<file path="src/rtl/i2c_target_regfile.sv">
`default_nettype none
// ============================================================================
// Module      : i2c_target_regfile
// Description : I2C target that answers one 7-bit address and serves an
//               internal register file. The first write byte loads the
//               register pointer, later write bytes store at the pointer
//               with auto-increment, and reads return data at the pointer
//               with auto-increment. A host-side read port and write-event
//               strobes expose the register file to the local side.
// Revision    : 1.0 - initial release
// ============================================================================
module i2c_target_regfile #(
    parameter logic [6:0] TARGET_ADDR = 7'h22,
    parameter int         MEM_DEPTH   = 16,
    parameter int         SYNC_STAGES = 2,
    parameter logic [7:0] RESET_FILL  = 8'h00,
    localparam int        PTR_W       = $clog2(MEM_DEPTH)
) (
    input  logic             clk_i,
    input  logic             rst_i,
    input  logic             scl_i,
    input  logic             sda_i,
    output logic             sda_oe_o,
    output logic             busy_o,
    output logic             start_o,
    output logic             stop_o,
    output logic             wr_stb_o,
    output logic [PTR_W-1:0] wr_addr_o,
    output logic [7:0]       wr_data_o,
    output logic             addr_hit_o,
    input  logic [PTR_W-1:0] host_addr_i,
    output logic [7:0]       host_rdata_o
);

    localparam logic [3:0] S_IDLE      = 4'd0;
    localparam logic [3:0] S_ADDR      = 4'd1;
    localparam logic [3:0] S_ADDR_ACK  = 4'd2;
    localparam logic [3:0] S_PTR       = 4'd3;
    localparam logic [3:0] S_PTR_ACK   = 4'd4;
    localparam logic [3:0] S_WDATA     = 4'd5;
    localparam logic [3:0] S_WDATA_ACK = 4'd6;
    localparam logic [3:0] S_RDATA     = 4'd7;
    localparam logic [3:0] S_RACK      = 4'd8;
    localparam logic [3:0] S_IGNORE    = 4'd9;

    localparam logic [PTR_W-1:0] c_ptr_one = PTR_W'(1);

    logic [SYNC_STAGES-1:0] r_scl_sync;
    logic [SYNC_STAGES-1:0] r_sda_sync;
    logic                   r_scl_d;
    logic                   r_sda_d;

    logic [3:0]       r_state;
    logic [2:0]       r_bit_cnt;
    logic [6:0]       r_shift;
    logic [7:0]       r_tx;
    logic [PTR_W-1:0] r_ptr;
    logic             r_rw;
    logic             r_master_nack;
    logic             r_sda_oe;
    logic             r_busy;
    logic             r_start;
    logic             r_stop;
    logic             r_wr_stb;
    logic [PTR_W-1:0] r_wr_addr;
    logic [7:0]       r_wr_data;
    logic             r_addr_hit;
    logic [7:0]       r_host_rdata;
    logic [7:0]       r_mem [MEM_DEPTH];

    logic       w_scl_s;
    logic       w_sda_s;
    logic       w_scl_rise;
    logic       w_scl_fall;
    logic       w_start;
    logic       w_stop;
    logic [7:0] w_rx_byte;
    logic [7:0] w_mem_ptr;
    logic       w_wr_en;

    // Bring both bus lines into the clock domain; idle bus level is high.
    always_ff @(posedge clk_i) begin
        if (rst_i) begin
            r_scl_sync <= '1;
            r_sda_sync <= '1;
            r_scl_d    <= 1'b1;
            r_sda_d    <= 1'b1;
        end else begin
            r_scl_sync <= {r_scl_sync[SYNC_STAGES-2:0], scl_i};
            r_sda_sync <= {r_sda_sync[SYNC_STAGES-2:0], sda_i};
            r_scl_d    <= w_scl_s;
            r_sda_d    <= w_sda_s;
        end
    end

    assign w_scl_s    = r_scl_sync[SYNC_STAGES-1];
    assign w_sda_s    = r_sda_sync[SYNC_STAGES-1];
    assign w_scl_rise = w_scl_s & ~r_scl_d;
    assign w_scl_fall = ~w_scl_s & r_scl_d;
    assign w_start    = w_scl_s & r_sda_d & ~w_sda_s;
    assign w_stop     = w_scl_s & ~r_sda_d & w_sda_s;

    // Byte assembled from the seven bits already shifted plus the bit on the line.
    assign w_rx_byte  = {r_shift, w_sda_s};
    assign w_mem_ptr  = r_mem[r_ptr];

    // A data byte is committed only when its 8th bit is sampled without a bus condition.
    assign w_wr_en    = (r_state == S_WDATA) && w_scl_rise && (r_bit_cnt == 3'd0)
                        && !w_start && !w_stop;

    // Register file storage: refilled on reset, written by completed bus data bytes.
    always_ff @(posedge clk_i) begin
        if (rst_i) begin
            for (int i = 0; i < MEM_DEPTH; i++) begin
                r_mem[i] <= RESET_FILL;
            end
        end else if (w_wr_en) begin
            r_mem[r_ptr] <= w_rx_byte;
        end
    end

    // Host read port: registered, so a same-cycle bus write shows up one cycle later.
    always_ff @(posedge clk_i) begin
        if (rst_i) begin
            r_host_rdata <= 8'h00;
        end else begin
            r_host_rdata <= r_mem[host_addr_i];
        end
    end

    // Protocol engine; SDA drive only changes on the cycle after an SCL fall.
    always_ff @(posedge clk_i) begin
        if (rst_i) begin
            r_state       <= S_IDLE;
            r_bit_cnt     <= 3'd7;
            r_shift       <= 7'd0;
            r_tx          <= 8'h00;
            r_ptr         <= '0;
            r_rw          <= 1'b0;
            r_master_nack <= 1'b0;
            r_sda_oe      <= 1'b0;
            r_busy        <= 1'b0;
            r_start       <= 1'b0;
            r_stop        <= 1'b0;
            r_wr_stb      <= 1'b0;
            r_wr_addr     <= '0;
            r_wr_data     <= 8'h00;
            r_addr_hit    <= 1'b0;
        end else begin
            r_start  <= 1'b0;
            r_stop   <= 1'b0;
            r_wr_stb <= 1'b0;
            if (w_start) begin
                // Pointer is deliberately kept so a read can follow a pointer write.
                r_state   <= S_ADDR;
                r_bit_cnt <= 3'd7;
                r_sda_oe  <= 1'b0;
                r_start   <= 1'b1;
                r_busy    <= 1'b1;
            end else if (w_stop) begin
                r_state    <= S_IDLE;
                r_sda_oe   <= 1'b0;
                r_stop     <= 1'b1;
                r_busy     <= 1'b0;
                r_addr_hit <= 1'b0;
            end else begin
                case (r_state)
                    S_ADDR: begin
                        if (w_scl_rise) begin
                            r_shift <= w_rx_byte[6:0];
                            if (r_bit_cnt == 3'd0) begin
                                if (w_rx_byte[7:1] == TARGET_ADDR) begin
                                    r_state    <= S_ADDR_ACK;
                                    r_addr_hit <= 1'b1;
                                    r_rw       <= w_rx_byte[0];
                                end else begin
                                    r_state <= S_IGNORE;
                                end
                            end else begin
                                r_bit_cnt <= r_bit_cnt - 3'd1;
                            end
                        end
                    end
                    // First fall pulls SDA for the ACK, second fall ends the ACK clock.
                    S_ADDR_ACK: begin
                        if (w_scl_fall) begin
                            r_bit_cnt <= 3'd7;
                            if (!r_sda_oe) begin
                                r_sda_oe <= 1'b1;
                            end else if (r_rw) begin
                                r_tx     <= w_mem_ptr;
                                r_sda_oe <= ~w_mem_ptr[7];
                                r_state  <= S_RDATA;
                            end else begin
                                r_sda_oe <= 1'b0;
                                r_state  <= S_PTR;
                            end
                        end
                    end
                    S_PTR: begin
                        if (w_scl_rise) begin
                            r_shift <= w_rx_byte[6:0];
                            if (r_bit_cnt == 3'd0) begin
                                r_ptr   <= w_rx_byte[PTR_W-1:0];
                                r_state <= S_PTR_ACK;
                            end else begin
                                r_bit_cnt <= r_bit_cnt - 3'd1;
                            end
                        end
                    end
                    S_PTR_ACK, S_WDATA_ACK: begin
                        if (w_scl_fall) begin
                            r_bit_cnt <= 3'd7;
                            if (!r_sda_oe) begin
                                r_sda_oe <= 1'b1;
                            end else begin
                                r_sda_oe <= 1'b0;
                                r_state  <= S_WDATA;
                            end
                        end
                    end
                    S_WDATA: begin
                        if (w_scl_rise) begin
                            r_shift <= w_rx_byte[6:0];
                            if (r_bit_cnt == 3'd0) begin
                                r_wr_stb  <= 1'b1;
                                r_wr_addr <= r_ptr;
                                r_wr_data <= w_rx_byte;
                                r_ptr     <= r_ptr + c_ptr_one;
                                r_state   <= S_WDATA_ACK;
                            end else begin
                                r_bit_cnt <= r_bit_cnt - 3'd1;
                            end
                        end
                    end
                    S_RDATA: begin
                        if (w_scl_fall) begin
                            if (r_bit_cnt == 3'd0) begin
                                r_sda_oe <= 1'b0;
                                r_state  <= S_RACK;
                            end else begin
                                r_tx      <= {r_tx[6:0], 1'b0};
                                r_sda_oe  <= ~r_tx[6];
                                r_bit_cnt <= r_bit_cnt - 3'd1;
                            end
                        end
                    end
                    // Pointer advances on the master's ACK bit whether it ACKs or NACKs.
                    S_RACK: begin
                        if (w_scl_rise) begin
                            r_master_nack <= w_sda_s;
                            r_ptr         <= r_ptr + c_ptr_one;
                        end else if (w_scl_fall) begin
                            r_bit_cnt <= 3'd7;
                            if (!r_master_nack) begin
                                r_tx     <= w_mem_ptr;
                                r_sda_oe <= ~w_mem_ptr[7];
                                r_state  <= S_RDATA;
                            end else begin
                                r_sda_oe <= 1'b0;
                                r_state  <= S_IGNORE;
                            end
                        end
                    end
                    S_IGNORE: begin
                        r_sda_oe <= 1'b0;
                    end
                    S_IDLE: begin
                        r_sda_oe <= 1'b0;
                    end
                    default: begin
                        r_sda_oe <= 1'b0;
                        r_state  <= S_IDLE;
                    end
                endcase
            end
        end
    end

    assign sda_oe_o     = r_sda_oe;
    assign busy_o       = r_busy;
    assign start_o      = r_start;
    assign stop_o       = r_stop;
    assign wr_stb_o     = r_wr_stb;
    assign wr_addr_o    = r_wr_addr;
    assign wr_data_o    = r_wr_data;
    assign addr_hit_o   = r_addr_hit;
    assign host_rdata_o = r_host_rdata;

endmodule
`default_nettype wire

</file>
<file path="config.mk">
export PLATFORM = sky130hd
export DESIGN_NAME = i2c_target_regfile
export DESIGN_NICKNAME = d
export VERILOG_FILES = /design/src/rtl/i2c_target_regfile.sv
export SDC_FILE = /design/constraint.sdc
export NUM_CORES = 1
export LEC_CHECK = 0
export CAP_MARGIN = 5
export CORE_AREA = 8 8 193 195
export CTS_CLUSTER_SIZE = 8
export DETAILED_ROUTE_END_ITERATION = 12
export DIE_AREA = 0 0 201 203
export PLACE_DENSITY_LB_ADDON = 0.25
export SLEW_MARGIN = 10
export SYNTH_ARGS = -nofsm -noshare
export SYNTH_HDL_FRONTEND = slang
export SYNTH_SLANG_ARGS = --single-unit
</file>
<file path="constraint.sdc">
create_clock -name clk_i -period 3.4 [get_ports clk_i]
set_clock_uncertainty 0.2 [all_clocks]
set_input_delay 1.02 -clock clk_i [delete_from_list [all_inputs] [get_ports clk_i]]
set_output_delay 1.02 -clock clk_i [all_outputs]
set_load 0.02 [all_outputs]
</file>
==> key figures, run 1 <==
Outcome
  • Outcome: complete, no violations

CTS
  • CTS Root Cell: clkbuf_16
  • CTS tree: done
  • Reg clk slew, reported paths: 0.07 ns
  • Post_cts resized: 0
  • Clk sink count: 191
  • Worst-Skew Late Latency: 0.44 ns
  • Post-CTS setup buffer count: 0
  • Hold_buf cts: 0
  • Cts bufs inserted: 17
  • H-tree levels: 4
  • Clock Tree Buf Depth: 2

Setup path
  • Worst Path Required: 3.31 ns
  • Crit path arrival time: 2.72 ns
  • Worst r2r src: r_bit_cnt[0]
  • Reg2reg setup slack: 0.59 ns
  • Startpoint Class: flop
  • Crit path kind: reg2reg
  • Critical Path Sink Type: flop
  • CP Max Fanout: 9
  • Crit path launch: r_bit_cnt[0]

Drt
  • Routed Wire Length: 29690 µm
  • Post-route ant nets: 0
  • Via count: 6587
  • WL/cell: 23.28 µm
  • # DRC: 0
  • Drt via density: 5.166
  • Initial drt markers: 724
  • Drt first pass iters: 7

Power and ir drop
  • Power Density: 435.2 nW/µm²
  • Cell Int Power: 0.003767 W
  • LEAKAGE: 3.689 nW
  • Switch share: 24.52%
  • Psw: 0.001223 W
  • Maximum vdd drop: 0.2441 mV
  • Seq pwr share: 53.3%
  • Part of the power in the clock network: 40.1%
  • Logic pwr share: 6.7%

Yosys
  • Cell with the most instances after synthesis: and2_1
  • Syn_nets: 807
  • Dominant synthesized flop cell: edfxtp_1
  • Area contributors post-synth: edfxtp_1 (38%), dfxtp_1 (13%), mux4_2 (13%)
  • Post-synth cell types: 66
  • Seq/Total Area, Yosys: 50.77%
  • Post-Syn Instances: 793
  • Asr flop ratio synth: 0%
  • Synth Cell Area: 10060 µm²
  • Warnings from Yosys: 0
  • Area fraction of the dominant cell type after synthesis: 38.22%
  • Syn avg cell area: 12.68 µm²
  • Number of flops mapped to enable cells by yosys: 128
  • Commonest cells in the netlist: and2_1 (133), edfxtp_1 (128), dfxtp_1 (63), mux2i_1 (60), mux4_2 (56)
  • Flops & latches, synth: 191
  • Largest area contributor in the netlist: edfxtp_1

STA
  • # setup viols final: 0
  • Max Freq: 0.3563 GHz
  • RSZ-0062 raised after global routing: false
  • Min Tclk post-route: 2.806 ns
  • Final Hold Viols: 0
  • Final Max Slew Viols: 0
  • Fin crit share: 82.54%
  • Slew @ Worst Pin: 1.097 ns
  • Setup tns final: 0 ns
  • Slew headroom: 26.79%

Global route
  • Global Route Usage Sum: 14.50%
  • Largest net degree at the start of global routing: 33
  • GRT overflow: 0
  • Antenna violations before repair: 0
  • Number of global-route vias before repair: 6469
  • First-pass GRT wire length: 44170 µm

Floorplan
  • # rows: 68
  • Initial Util: 29.47%
  • IO Pins: 34
  • DIE HEIGHT: 203 µm
  • Die width: 201 µm
  • Die Area: 40800 µm²
  • CORE AREA: 34120 µm²

Finish
  • Final non-filler cell total: 1275
  • NumNets Final: 820
  • Ratio of cells with drive above 1 in the final layout: 18.56%
  • Post-layout instance area: 11460 µm²
  • Area Overhead vs Synth: 14.01%

Placement
  • I/O Buffers: 33
  • HPWL after DPL: 21800 µm
  • Routability cong.: 0.9046
  • Placed instance count: 1242
  • Post-DP Area: 10890 µm²

Hold path
  • Launch point of the worst hold path: r_sda_sync[0]
  • Worst hold path class: reg2reg

Flow run
  • Max cap viols: 0
-- layout by cell type (no fill, tap or decap), types with 6 or more instances in the layout --
cell type / synthesis / final
mux2i_1: 60 / 60
or2_1: 16 / 16
inv_1: 10 / 10
clkdlybuf4s50_1: 0 / 31
nand2_1: 16 / 16
a211oi_1: 8 / 8
buf_4: 4 / 21
and2_1: 133 / 133
ha_1: 6 / 6
clkbuf_16: 0 / 17
nand2b_1: 9 / 9
mux4_2: 56 / 56
nor3_1: 21 / 20
dfxtp_1: 63 / 62
a22oi_1: 17 / 17
nor2_1: 42 / 42
o21ai_1: 12 / 12
nor2_4: 12 / 12
a31oi_1: 6 / 6
or2_2: 6 / 6
edfxtp_1: 128 / 128
a21oi_1: 17 / 17
nor2b_1: 18 / 18
-- routing by layer --
layer  up-vias  wire (µm)  track usage (%)
li1       2965          -                -
met1      3391      14020            19.98
met2       201      13270            22.15
met3        30       1740            3.363
met4         0        660            4.809
met5         -          0                0
-- cells by family after synthesis --
family / Yosys count / share of synthesized area, %
and+or+nand+nor: 308 / 19.35
buffers and inverters: 73 / 3.185
muxes: 118 / 18.74
adders and majority gates: 6 / 0.7465
DFF: 191 / 50.77
AOI/OAI and AO/OA: 96 / 7.055
xor gates and xnor gates: 1 / 0.1618
-- cell type report --
type / instances / area (µm²)
Inverter: 10 / 37.54
Tap cell: 455 / 569.3
Antenna cell: 1 / 2.502
Multi-Input combinational cell: 529 / 4636
Fill cell: 3336 / 22650
Clock buffer: 17 / 425.4
Sequential cell: 191 / 5106
Timing Repair Buffer: 57 / 538.0
Clock inverter: 15 / 150.1
-- final timing paths --
path / end / depth (start not counted)
worst max register to register: r_mem[2][0] / 8
worst max-delay path: r_mem[2][0] / 8
worst min-delay path: r_sda_sync[1] / 1
worst min register to register: r_sda_sync[1] / 1
-- worst max-delay path, stage by stage (launching register included) --
cell and delay (ns):
dfxtp_1 0.32, inv_1 0.10, ha_1 0.17, nand4bb_1 0.26, a2111oi_4 0.38, buf_4 0.24, nand2_4 0.11, nor3_4 0.33
or2_1 0.36
-- per-stage QoR --
step                      setup WS [ns]  hold slack, ns  utilization (%)  total power [W]
after floorplan                  0.4366          0.1895                -         0.002883
after global placement           0.3848          0.1992            31.91         0.003044
after detailed placement         0.3517          0.1993            31.91         0.003042
after CTS                        0.5820          0.2176            33.60         0.005026
after global routing             0.4100          0.2303            33.60         0.005135
final                            0.5936          0.2137            33.60         0.004990
-- power groups by stage --
stage	clock (W)	combinational [W]	sequential [W]
finish	0.00200	0.000332	0.00266
global route	0.00211	0.000357	0.00266
CTS	0.00204	0.000336	0.00266
detailed placement	0	0.000336	0.00271
global placement	0	0.000331	0.00271
floorplan	0	0.000226	0.00266
-- registers in the layout (all words and copies together), names as in the netlist, 2 cells and up, named ones only --
| name | cells |
|---|---|
| host_rdata_o | 8 |
| r_scl_sync | 2 |
| r_shift | 7 |
| r_ptr | 4 |
| r_sda_sync | 2 |
| wr_data_o | 8 |
| wr_addr_o | 4 |
| r_state | 4 |
| r_tx | 7 |
| r_mem | 128 |
| r_bit_cnt | 3 |
No activity file was read; power rests on OpenSTA's default activity.
==> run 2: changes to the inputs <==
Clock period 3.4 ns to 2.8 ns, I/O delays scaled along.
==> run 2 against run 1 <==
Net effect: hold slack improved by 0.0043 ns; non-clock buffer count increased by 27; largest cell class unchanged; combinational power increased by 26%; register-to-register slack worse by 0.42 ns.
==> key figures, run 2 (synthesized netlist as in run 1, its figures left out) <==
Outcome
  • Outcome: complete, no violations

Drt
  • Drt via density: 5.055 (-2.1%)
  • WL/cell: 22.77 µm (-2.2%)
  • Via count: 6577 (-0.15%)
  • Post-route ant nets: 0 (unchanged)
  • # DRC: 0 (unchanged)
  • Routed Wire Length: 29630 µm (-0.21%)
  • Drt first pass iters: 5 (-2)
  • Initial drt markers: 540 (-25%)

Global route
  • Number of global-route vias before repair: 6481 (+0.19%)
  • First-pass GRT wire length: 44000 µm (-0.39%)
  • Largest net degree at the start of global routing: 68 (+110%)
  • Antenna violations before repair: 0 (unchanged)
  • Global Route Usage Sum: 14.46% (-0.038 points)
  • GRT overflow: 0 (unchanged)

CTS
  • Post-CTS setup buffer count: 0 (unchanged)
  • Reg clk slew, reported paths: 0.07 ns (about the same)
  • Hold_buf cts: 0 (unchanged)
  • H-tree levels: 4 (unchanged)
  • CTS Root Cell: clkbuf_16
  • Worst-Skew Late Latency: 0.44 ns (about the same)
  • Post_cts resized: 0 (unchanged)
  • CTS tree: done
  • Clock Tree Buf Depth: 2 (unchanged)
  • Cts bufs inserted: 17 (unchanged)
  • Clk sink count: 191 (unchanged)

Floorplan
  • CORE AREA: 34120 µm² (unchanged)
  • Die Area: 40800 µm² (unchanged)
  • DIE HEIGHT: 203 µm (unchanged)
  • Die width: 201 µm (unchanged)
  • Initial Util: 29.47% (unchanged)
  • IO Pins: 34 (unchanged)
  • # rows: 68 (unchanged)

Finish
  • Most common cell after layout, fill and taps aside: and2_1
  • Ratio of cells with drive above 1 in the final layout: 21.04% (+2.5 points)
  • NumNets Final: 847 (+3.3%)
  • Max reg flops: 128 (unchanged)
  • Antenna diodes: 0 (-1)
  • Largest Register: r_mem
  • Area Overhead vs Synth: 16.67%
  • Most frequent cells in the layout: and2_1 (133), edfxtp_1 (128), dfxtp_1 (62), mux2i_1 (60), mux4_2 (56)

Setup path
  • Startpoint Class: flop
  • Worst Path Required: 2.69 ns (-0.62 ns)
  • Crit path kind: reg2reg
  • Critical Path Sink Type: flop
  • Crit path arrival time: 2.52 ns (-0.20 ns)
  • Reg2reg path depth: 8 (unchanged)
  • Max incr delay on CP: 0.41 ns (+0.03 ns)
  • Crit path launch: r_bit_cnt[0]
  • Worst r2r src: r_bit_cnt[0]
  • Crit path cell chain: inv_1 > ha_1 > nand4bb_1 > a2111oi_4 > buf_12 > nand2_4 > nor3_4 > or2_1
  • CP Max Fanout: 8 (-1)
  • Highest-delay cell along the critical path: a2111oi_4

Placement
  • Routability cong.: 0.9314 (+3.0%)
  • HPWL after DPL: 21620 µm (-0.84%)
  • I/O Buffers: 33 (unchanged)

Power and ir drop
  • Cell Int Power: 0.004651 W (+23%)
  • Seq pwr share: 52.7% (-0.6 points)
  • Part of the power in the clock network: 40.5% (+0.4 points)
  • LEAKAGE: 3.871 nW (+4.9%)
  • Psw: 0.001475 W (+21%)
  • Logic pwr share: 6.8% (about the same)
  • Maximum vdd drop: 0.3276 mV (+34%)
  • Total power: 0.006125 W (+23%)
  • Power Density: 522.1 nW/µm² (+20%)
  • Switch share: 24.07% (-0.44 points)

STA
  • Fin crit share: 93.83% (+11 points)
  • Final Max Slew Viols: 0 (unchanged)
  • Slew headroom: 48.30% (+22 points)
  • Min Tclk post-route: 2.627 ns (-0.1793 ns)
  • Max Freq: 0.3806 GHz (+6.8%)
  • # setup viols final: 0 (unchanged)
  • RSZ-0062 raised after global routing: false
  • Final Hold Viols: 0 (unchanged)
  • Slew @ Worst Pin: 0.7740 ns (-0.3227 ns)
  • WHS: 0.2180 ns (+0.004319 ns)

Hold path
  • Launch point of the worst hold path: r_sda_sync[0]
  • Worst hold path class: reg2reg
  • Hold Path Stages: 1 (unchanged)

Flow run
  • Max cap viols: 0 (unchanged)
run 2: cell count changes in the layout (fill, tap and decap cells not counted), moves of 2 or more:
cell	delta
inv_4	+2
clkinv_4	-2
buf_12	+4
clkinvlp_4	-2
clkbuf_16	+3
buf_4	+23
run 2: final cells by class:
cell class	count	area, µm²
clock buffer	21	504.2
clock inverter	11	88.84
fill	3312	22390
inverter	10	37.54
multi-input combinational	529	4636
sequential	191	5106
tap	455	569.3
timing repair buffer	84	790.8
run 2: critical path: cells and delay by family, from the launching register on:
| kind | cells | cell delay [ns] |
|---|---|---|
| buffers and inverters | 2 | 0.27 |
| DFF | 1 | 0.31 |
| adders and majority gates | 1 | 0.17 |
| and+or+nand+nor | 4 | 0.91 |
| AOI/OAI and AO/OA | 1 | 0.41 |
run 2: path summary, 6_finish.rpt:
check                  endpoint  slack, ns
hold reg to reg   r_sda_sync[1]       0.22
hold / removal    r_sda_sync[1]       0.22
setup / recovery    r_mem[0][6]       0.17
setup reg to reg    r_mem[0][6]       0.17
run 2: power by group through the flow:
stage / registers, W / logic (W) / clock network [W]
after detailed placement: 0.00328 / 0.000422 / 0
after floorplan: 0.00323 / 0.000275 / 0
after global routing: 0.00323 / 0.000448 / 0.00262
final: 0.00323 / 0.000419 / 0.00248
after global placement: 0.00329 / 0.000415 / 0
after CTS: 0.00322 / 0.000423 / 0.00253
run 2: stage by stage:
stage	utilization [%]	setup slack, ns	setup TNS (ns)	instances	instance area [µm²]
3_5_place_dp	32.65	-0.05680	-0.3015	1269	11140
5_1_grt	34.39	0.03665	0	1301	11730
6_report	34.39	0.1729	0	1301	11730
4_1_cts	34.39	0.1626	0	1301	11730
3_3_place_gp	32.65	-0.01674	-0.08148	1269	11140
2_1_floorplan	-	0.01661	0	793	10060
run 2: metal layers:
metal | vias up | share of wire [%] | GRT usage (%)
li1 | 3025 | - | -
met1 | 3277 | 46 | 19.86
met2 | 241 | 46 | 22.35
met3 | 34 | 6.1 | 2.837
met4 | 0 | 2.5 | 5.283
met5 | - | 0 | 0
==> run 3: changes to the inputs <==
Settings changed: GPL_TIMING_DRIVEN set to 0.
Clock period 2.8 ns to 3.26 ns, I/O delays scaled along.
==> run 3 against run 2 <==
Net effect: sequential share of layout area rose by 0.78 points; critical endpoint is now r_mem[5][1]; largest power group unchanged; highest routed layer unchanged; global-route usage fell by 0.23 points; wire length fell by 2.0%; final area fell by 1.8%; combinational power fell by 10%; flip-flop and latch count did not move; non-clock buffer count rose by 12; first-iteration DRC count fell by 14%; die area did not move.
==> key figures, run 3 (synthesized netlist as in run 1, its figures left out) <==
Outcome
  • Outcome: complete, no violations

Finish
  • Largest Register: r_mem
  • NumNets Final: 859 (+1.4%)
  • Ratio of cells with drive above 1 in the final layout: 17.83% (-3.2 points)
  • Most frequent cells in the layout: and2_1 (133), edfxtp_1 (128), dfxtp_1 (63), mux2i_1 (60), mux4_2 (56)
  • Register Area: 5105 µm² (about the same)
  • Max reg flops: 128 (unchanged)
  • Area Overhead vs Synth: 14.60%
  • Final core utilization: 33.78% (-0.61 points)
  • Antenna diodes: 0 (unchanged)
  • Most common cell after layout, fill and taps aside: and2_1
  • Final non-filler cell total: 1313 (+0.92%)
  • Multi-input gate area: 4631 µm² (-0.11%)
  • FILL cells: 3388 (+2.3%)

Power and ir drop
  • Logic pwr share: 7.3% (+0.5 points)
  • Part of the power in the clock network: 39.8% (-0.7 points)
  • Switch share: 25.12% (+1.0 points)
  • Maximum vdd drop: 0.3231 mV (-1.4%)
  • Seq pwr share: 52.9% (+0.2 points)
  • Power Density: 447.7 nW/µm² (-14%)
  • Psw: 0.001296 W (-12%)
  • LEAKAGE: 3.722 nW (-3.8%)
  • Cell Int Power: 0.003864 W (-17%)
  • Total power: 0.005160 W (-16%)

Floorplan
  • DIE HEIGHT: 203 µm (unchanged)
  • # rows: 68 (unchanged)
  • CORE AREA: 34120 µm² (unchanged)
  • Die Area: 40800 µm² (unchanged)
  • Die width: 201 µm (unchanged)
  • Initial Util: 29.47% (unchanged)
  • IO Pins: 34 (unchanged)

Setup path
  • Crit path arrival time: 3.05 ns (+0.53 ns)
  • WP buf/inv: 3 (+1)
  • CP Max Fanout: 9 (+1)
  • Worst r2r src: r_bit_cnt[0]
  • Startpoint Class: input port
  • Max incr delay on CP: 0.54 ns (+0.13 ns)
  • Critical Path Sink Type: flop
  • Highest-delay cell along the critical path: clkdlybuf4s50_1
  • Crit path cell chain: clkdlybuf4s50_1 > a2111oi_4 > buf_4 > buf_4 > nand2_4 > nor2_4 > or2_1
  • Crit path kind: in2reg
  • Cell mode on critical path: buf_4
  • Reg2reg setup slack: 0.23 ns (+0.06 ns)
  • Family with the most delay on the worst path: buffers and inverters
  • R2r endpoint: r_mem[5][1]
  • Worst Path Required: 3.13 ns (+0.44 ns)
  • Reg2reg path depth: 9 (+1)

STA
  • Final Max Slew Viols: 0 (unchanged)
  • Final Hold Viols: 0 (unchanged)
  • Max Freq: 0.3150 GHz
  • RSZ-0062 raised after global routing: false
  • Final worst setup slack: 0.08586 ns (-0.08701 ns)
  • Slew headroom: 43.24% (-5.1 points)
  • Slew @ Worst Pin: 0.8442 ns (+0.07025 ns)
  • # setup viols final: 0 (unchanged)
  • Fin crit share: 97.37%
  • Min Tclk post-route: 3.174 ns

Drt
  • Initial drt markers: 463 (-14%)
  • Post-route ant nets: 0 (unchanged)
  • Drt via density: 4.983 (-1.4%)
  • WL/cell: 22.11 µm (-2.9%)
  • Drt first pass iters: 5 (unchanged)
  • Via count: 6543 (-0.52%)
  • # DRC: 0 (unchanged)
  • Routed Wire Length: 29030 µm (-2.0%)

CTS
  • Reg clk slew, reported paths: 0.07 ns (about the same)
  • CTS Root Cell: clkbuf_16
  • CTS tree: done
  • H-tree levels: 4 (unchanged)
  • Clk sink count: 191 (unchanged)
  • Clock Tree Buf Depth: 2 (unchanged)
  • Worst-Skew Late Latency: 0.43 ns (about the same)
  • Hold_buf cts: 0 (unchanged)
  • Cts bufs inserted: 17 (unchanged)

Placement
  • Dpl ws: -0.7336 ns (-0.6768 ns)
  • Placed instance count: 1278 (+0.71%)
  • HPWL after DPL: 21060 µm (-2.6%)
  • I/O Buffers: 30 (-9.1%)
  • Routability cong.: 0.8846 (-5.0%)

Flow run
  • Max cap viols: 0 (unchanged)

Global route
  • GRT overflow: 0 (unchanged)
  • Global Route Usage Sum: 14.23% (-0.23 points)
  • First-pass GRT wire length: 43370 µm (-1.4%)
  • Antenna violations before repair: 0 (unchanged)
  • Number of global-route vias before repair: 6550 (+1.1%)
  • Largest net degree at the start of global routing: 20 (-71%)

Hold path
  • Launch point of the worst hold path: r_sda_sync[0]
  • WHS Endpoint: r_sda_sync[1]
  • Worst hold path class: reg2reg
  • Hold Path Stages: 1 (unchanged)
-- run 3: cell count changes in the layout (fill, tap and decap cells not counted), moves of 3 or more --
cell       previous run  this run
buf_4                44         7
clkbuf_1              1        37
buf_2                 2        13
buf_12                7         0
clkbuf_2              0         4
buf_1                 0         3
clkbuf_16            20        17
clkinv_4              0         3
-- run 3: routing by layer --
metal / part of all wire [%] / vias to the layer above / global-route usage [%]
met1: 46 / 3255 / 19.57
met4: 2.3 / 0 / 4.704
li1: - / 3043 / -
met2: 45 / 213 / 22.25
met5: 0 / - / 0
met3: 6.2 / 32 / 2.694
-- run 3: through the flow --
| stage | cell area, µm² | hold WS (ns) | TNS [ns] |
|---|---|---|---|
| 6_report | 11520 | 0.2209 | 0 |
| 5_1_grt | 11520 | 0.2376 | 0 |
| 4_1_cts | 11520 | 0.2182 | 0 |
| 3_5_place_dp | 10930 | 0.1975 | -72.59 |
| 3_3_place_gp | 10930 | 0.2006 | -69.33 |
| 2_1_floorplan | 10060 | 0.1895 | 0 |
-- run 3: worst max path at each step --
stage / from / to / slack, ns / cells after the start
floorplan: host_addr_i[0] / host_rdata_o[0] / 0.34 / 5
global route: rst_i / r_mem[5][1] / 0.03 / 7
CTS: host_addr_i[2] / host_rdata_o[5] / 0.03 / 5
detailed placement: rst_i / r_mem[2][3] / -0.73 / 5
global placement: rst_i / r_mem[3][3] / -0.72 / 5
finish: rst_i / r_mem[5][1] / 0.09 / 7
-- run 3: layout make-up --
type                            instances  share of cell area (%)
Buffer                                 63                   2.497
Clock buffer                           17                   3.692
Clock inverter                         15                   1.259
Inverter                               10                  0.3257
Multi-Input combinational cell        529                   40.18
Sequential cell                       191                   44.30
Tap cell                              455                   4.940
Timing Repair Buffer                   33                   2.801
-- run 3: power by group through the flow --
stage	logic, W	clock network [W]	registers, W
floorplan	0.000236	0	0.00277
detailed placement	0.000378	0	0.00278
global placement	0.000376	0	0.00278
CTS	0.000379	0.00210	0.00273
global route	0.000402	0.00218	0.00274
finish	0.000376	0.00205	0.00273
-- run 3: what timing repair did --
action / 4_1_cts / 5_1_grt
gates cloned: 0 / 0
resized for setup: 2 / 8
pin swaps: 1 / 0
setup buffers: 3 / 0
setup endpoints to repair: 58 / 24
